==> src/rtl/prop_monitor.sv <==
// Bounded property monitor: records first firing of each flag over a BOUND-sample window
// and terminates in PASS on window expiry or FAIL as soon as a safety flag fires.
module prop_monitor #(
    parameter int unsigned BOUND     = 32,
    parameter int unsigned CNT_W     = 8,
    parameter logic [3:0]  SAFE_MASK = 4'b0100
) (
    input  logic               clk,
    input  logic               reset,
    input  logic               z1,
    input  logic               z2,
    input  logic               z3,
    input  logic               z4,
    output logic [3:0]         hit,
    output logic [4*CNT_W-1:0] first_cyc,
    output logic [CNT_W-1:0]   cyc,
    output logic               done,
    output logic               pass,
    output logic               fail,
    output logic [CNT_W-1:0]   fail_cyc
);

    typedef enum logic [1:0] {StRun, StPass, StFail} state_e;

    state_e             state_q, state_d;
    logic [3:0]         hit_q, hit_d;
    logic [4*CNT_W-1:0] first_q, first_d;
    logic [CNT_W-1:0]   cyc_q, cyc_d;
    logic [CNT_W-1:0]   fail_cyc_q, fail_cyc_d;
    logic [3:0]         z;

    assign z = {z4, z3, z2, z1};

    always_comb begin
        state_d    = state_q;
        hit_d      = hit_q;
        first_d    = first_q;
        cyc_d      = cyc_q;
        fail_cyc_d = fail_cyc_q;
        if (state_q == StRun) begin
            for (int i = 0; i < 4; i++) begin
                if (z[i] && !hit_q[i]) begin
                    hit_d[i]                  = 1'b1;
                    first_d[i*CNT_W +: CNT_W] = cyc_q;
                end
            end
            cyc_d = cyc_q + 1'b1;
            // Violation takes priority over window end on the same sample.
            if (|(z & SAFE_MASK)) begin
                state_d    = StFail;
                fail_cyc_d = cyc_q;
            end else if (cyc_q == CNT_W'(BOUND - 1)) begin
                state_d = StPass;
            end
        end
    end

    always_ff @(posedge clk) begin
        if (!reset) begin
            state_q    <= StRun;
            hit_q      <= '0;
            first_q    <= '0;
            cyc_q      <= '0;
            fail_cyc_q <= '0;
        end else begin
            state_q    <= state_d;
            hit_q      <= hit_d;
            first_q    <= first_d;
            cyc_q      <= cyc_d;
            fail_cyc_q <= fail_cyc_d;
        end
    end

    assign hit       = hit_q;
    assign first_cyc = first_q;
    assign cyc       = cyc_q;
    assign fail_cyc  = fail_cyc_q;
    assign pass      = (state_q == StPass);
    assign fail      = (state_q == StFail);
    assign done      = pass | fail;

endmodule

==> config.mk <==
export PLATFORM = sky130hd
export DESIGN_NAME = prop_monitor
export DESIGN_NICKNAME = d
export VERILOG_FILES = /design/src/rtl/prop_monitor.sv
export SDC_FILE = /design/constraint.sdc
export NUM_CORES = 1
export LEC_CHECK = 0
export CAP_MARGIN = 0
export CORE_AREA = 2 2 74 76
export CTS_BUF_LIST = sky130_fd_sc_hd__clkbuf_4 sky130_fd_sc_hd__clkbuf_8
export DETAILED_ROUTE_END_ITERATION = 16
export DIE_AREA = 0 0 76 78
export PLACE_DENSITY_LB_ADDON = 0.12
export SLEW_MARGIN = 20
export SYNTH_ARGS = -nofsm -noshare
export SYNTH_HDL_FRONTEND = slang
export SYNTH_SLANG_ARGS = --single-unit
==> constraint.sdc <==
create_clock -name clk -period 1.4 [get_ports clk]
set_input_delay 0.14 -clock clk [delete_from_list [all_inputs] [get_ports clk]]
set_output_delay 0.14 -clock clk [all_outputs]
set_load 0.05 [all_outputs]
==> metrics.csv <==
stage,metric,value,unit
yosys,synthCells,212,
timing,final_max_slew_viol_count,0,
timing,fmax,0.751,GHz
power_and_ir_drop,switching_share,28.1,%
final_layout,mostFrequentLayoutCells,"55 x buf_4, 45 x dfxtp_1, 36 x nor2b_1",
clocking,tritoncts,yes,
yosys,synth_top_family_by_area,simple AND/OR/NAND/NOR gates,
yosys,postSynthNetCount,222,
die,die_area,5930,um^2
die,start_util,43.3,%
yosys,synth_edf_count,0,
critical_path,cp.arrival,1.19,ns
critical_path,worstPathCellList,inv_2 > buf_4 > ha_1 > buf_12,
clocking,worstSkewPairLatency,0.31,ns
yosys,ys_types,26,
global_routing,grt_overflow,0,
route,first_iter_violations,89,
route,drt_wl_total,4.88,mm
global_routing,grt_pass1_wl,8.12,mm
global_routing,grt_max_degree,56,
final_layout,final_common_cell,buf_4,
die,dieHeight,78,um
global_routing,busiest_layer,met2,
route,wire_per_inst,14.0,um
min_path,min-delay-start,fail_cyc[5]$_SDFFE_PN0P_,
yosys,yosys.area_share.simple,20.3,%
clocking,cts_sinks,54,
timing,hold_viol_final,0,
power_and_ir_drop,clkPwrFrac,30.5,%
critical_path,startpoint_type,flop,
critical_path,rr_worst_depth,6,
yosys,avgSynthCellArea,10.3,um^2
critical_path,slowest_delay,0.34,ns
power_and_ir_drop,power_frac_comb,21.4,%
route,drc,0,
final_layout,stdcell_area,3120,um^2
timing,post-route-period-util,95.1,%
critical_path,ff2ff_setup_slack,0.08,ns
yosys,synth_compound_area_share,6.19,%
critical_path,path_delay_family,flip-flops,
power_and_ir_drop,power_per_cell_area,1090,nW/um^2
route,antenna_left,0,
clocking,ctsLongestPathBuffers,2,
placed_design,io_buffers,60,
yosys,synthAdderAreaFrac,2.29,%
critical_path,timing.rr.start,state_q[1]$_SDFFE_PN0P_,
route,viasPerCell,4.71,
yosys,yosysSeqAreaShare,49.5,%
global_routing,grt_util_met3,5.47,%
yosys,yosysWarnings,0,
yosys,muxShareOfSynthArea,15.1,%
timing,worstMarginPinSlew,0.311,ns
power_and_ir_drop,ir_drop,645,uV
global_routing,grt_util_met1,22.8,%
final_layout,diodes,0,
critical_path,startpoint,state_q[0]$_SDFFE_PN0P_,
power_and_ir_drop,power,3400,uW
power_and_ir_drop,cell_internal_pwr,2440,uW
die,core_area,5040,um^2
global_routing,grt_pass1_vias,1583,
critical_path,slowest_stage,dfxtp_2,
power_and_ir_drop,p_leak,0.00140,uW
global_routing,grt.total_usage,17.3,%
timing,setup_viol,0,
placed_design,hpwl,3.32,mm
placed_design,place_area,2980,um^2
min_path,hold_path_end,fail_cyc[5]$_SDFFE_PN0P_,
yosys,ys_seq_elements,54,
die,die_w,76,um
yosys,synth_top_flop_cell,dfxtp_1,
placed_design,gp_congestion,0.794,
critical_path,endpoint_kind,output port,
clocking,cts_root_buf,clkbuf_8,
die,pin_count,61,
final_layout,syn2layout_area_growth,42.8,%
timing,max_slew_margin,79.2,%
critical_path,required,1.26,ns
clocking,cts-htree-levels,2,
final_layout,fin_nets,288,
die,placementRows,26,
min_path,hp-class,flop to flop,
route,vias,1644,
timing,period_needed,1.33,ns
yosys,async_reset_ff_share,0,%
critical_path,cp.depth,4,
flow_run,max_cap_violations,0,
clocking,cts_buffers,5,
critical_path,path_class,flop to output port,
critical_path,worst-path-buf-inv,3,
min_path,hold_depth,2,
global_routing,antenna_found_initial,0,
power_and_ir_drop,pwr-share-seq,48.1,%
yosys,synthXorXnorAreaFrac,1.61,%
power_and_ir_drop,power_switching,953,uW
critical_path,cp_max_fo,2,
yosys,syn_area,2180,um^2
timing,finClkSkew,0.00720,ns
timing,rsz0062_at_grt,true,
route,first_pass_iters,4,
global_routing,use_met2,27.6,%
final_layout,fillers,432,
critical_path,reg2reg_to,state_q[1]$_SDFFE_PN0P_,
status,outcome,completed,
final_layout,drive_gt1_share,34.8,%
clocking,clkTransAtPathRegs,0.09,ns
## flip-flops by register name, indices dropped and copies added (netlist names)
| signal | cells |
|---|---|
| first_cyc | 32 |
| cyc | 8 |
| fail_cyc | 8 |
| hit | 4 |
| state_q | 2 |
## cell usage after synthesis, types with 2 or more instances
| library cell | number | area [um^2] |
|---|---|---|
| or3_1 | 3 | 18.8 |
| xnor2_1 | 3 | 26.3 |
| mux2i_1 | 33 | 330 |
| ha_1 | 4 | 50.1 |
| buf_2 | 10 | 50.1 |
| and2_1 | 4 | 25.0 |
| a21boi_1 | 6 | 45.0 |
| nor2b_1 | 36 | 225 |
| nand2_1 | 22 | 82.6 |
| a21boi_0 | 5 | 37.5 |
| nand4_1 | 3 | 18.8 |
| a21oi_1 | 3 | 15.0 |
| clkbuf_1 | 6 | 22.5 |
| inv_1 | 2 | 7.51 |
| dfxtp_1 | 54 | 1080 |
| buf_6 | 2 | 22.5 |
| o21ai_0 | 4 | 20.0 |
| nand3b_1 | 4 | 30.0 |
## power by group through the flow
| stage | Sequential, uW | Clock [uW] | Combinational (uW) |
|---|---|---|---|
| 2_1_floorplan | 1810 | 0 | 290 |
| 3_3_place_gp | 1670 | 0 | 715 |
| 3_5_place_dp | 1670 | 0 | 716 |
| 4_1_cts | 1630 | 1050 | 723 |
| 5_1_grt | 1640 | 1140 | 765 |
| 6_report | 1630 | 1040 | 727 |
## cells by family after synthesis
logic type,Yosys count
muxes,33
buffers and inverters,21
DFF,54
and+or+nand+nor,76
xor gates and xnor gates,4
adders and majority gates,4
AOI/OAI and AO/OA,20
## layer usage
| layer | wire [um] | vias to the layer above |
|---|---|---|
| met3 | 286 | 4 |
| met4 | 34 | 0 |
| li1 | - | 833 |
| met2 | 2220 | 45 |
| met5 | 0 | - |
| met1 | 2340 | 762 |
## worst min-delay path: stages (launching register included)
cell      delay (ns)
dfxtp_1         0.32
nand2_1         0.05
a21boi_1        0.05
## metrics by stage
step / hold WS [ns] / instances / setup TNS, ns / setup WS [ns] / util, %
4_1_cts: 0.464 / 349 / 0 / 0.00591 / 61.4
6_report: 0.461 / 349 / 0 / 0.0681 / 61.8
3_3_place_gp: 0.443 / 341 / 0 / 0.0138 / 59.0
2_1_floorplan: 0.307 / 212 / 0 / 0.0180 / -
3_5_place_dp: 0.450 / 341 / -0.0154 / -0.0154 / 59.0
5_1_grt: 0.492 / 349 / -0.0515 / -0.0157 / 61.8
## worst max path at each step
| stage | endpoint | slack [ns] |
|---|---|---|
| 3_5_place_dp | state_q[1]$_SDFFE_PN0P_ | -0.02 |
| 4_1_cts | cyc[5]$_SDFFE_PN0P_ | 0.006 |
| 3_3_place_gp | first_cyc[16]$_SDFFE_PN0P_ | 0.01 |
| 2_1_floorplan | cyc[5]$_SDFFE_PN0P_ | 0.02 |
| 5_1_grt | first_cyc[4]$_SDFFE_PN0P_ | -0.02 |
| 6_report | fail | 0.07 |
## final cells by class
cell class | count | area [um^2] | area share [%]
Clock inverter | 3 | 40.0 | 1.28
Timing Repair Buffer | 78 | 806 | 25.9
Multi-Input combinational cell | 137 | 1010 | 32.6
Inverter | 2 | 7.51 | 0.241
Tap cell | 70 | 87.6 | 2.81
Sequential cell | 54 | 1090 | 35.0
Clock buffer | 5 | 68.8 | 2.21
## timing repair
item / CTS / global route
endpoints found under the setup margin: 6 / 44
pin swaps: 2 / 5
gates resized for setup: 3 / 7
hold buffers: 0 / 0
buffers inserted: 0 / 0
Power figures use the tool's default switching activity.
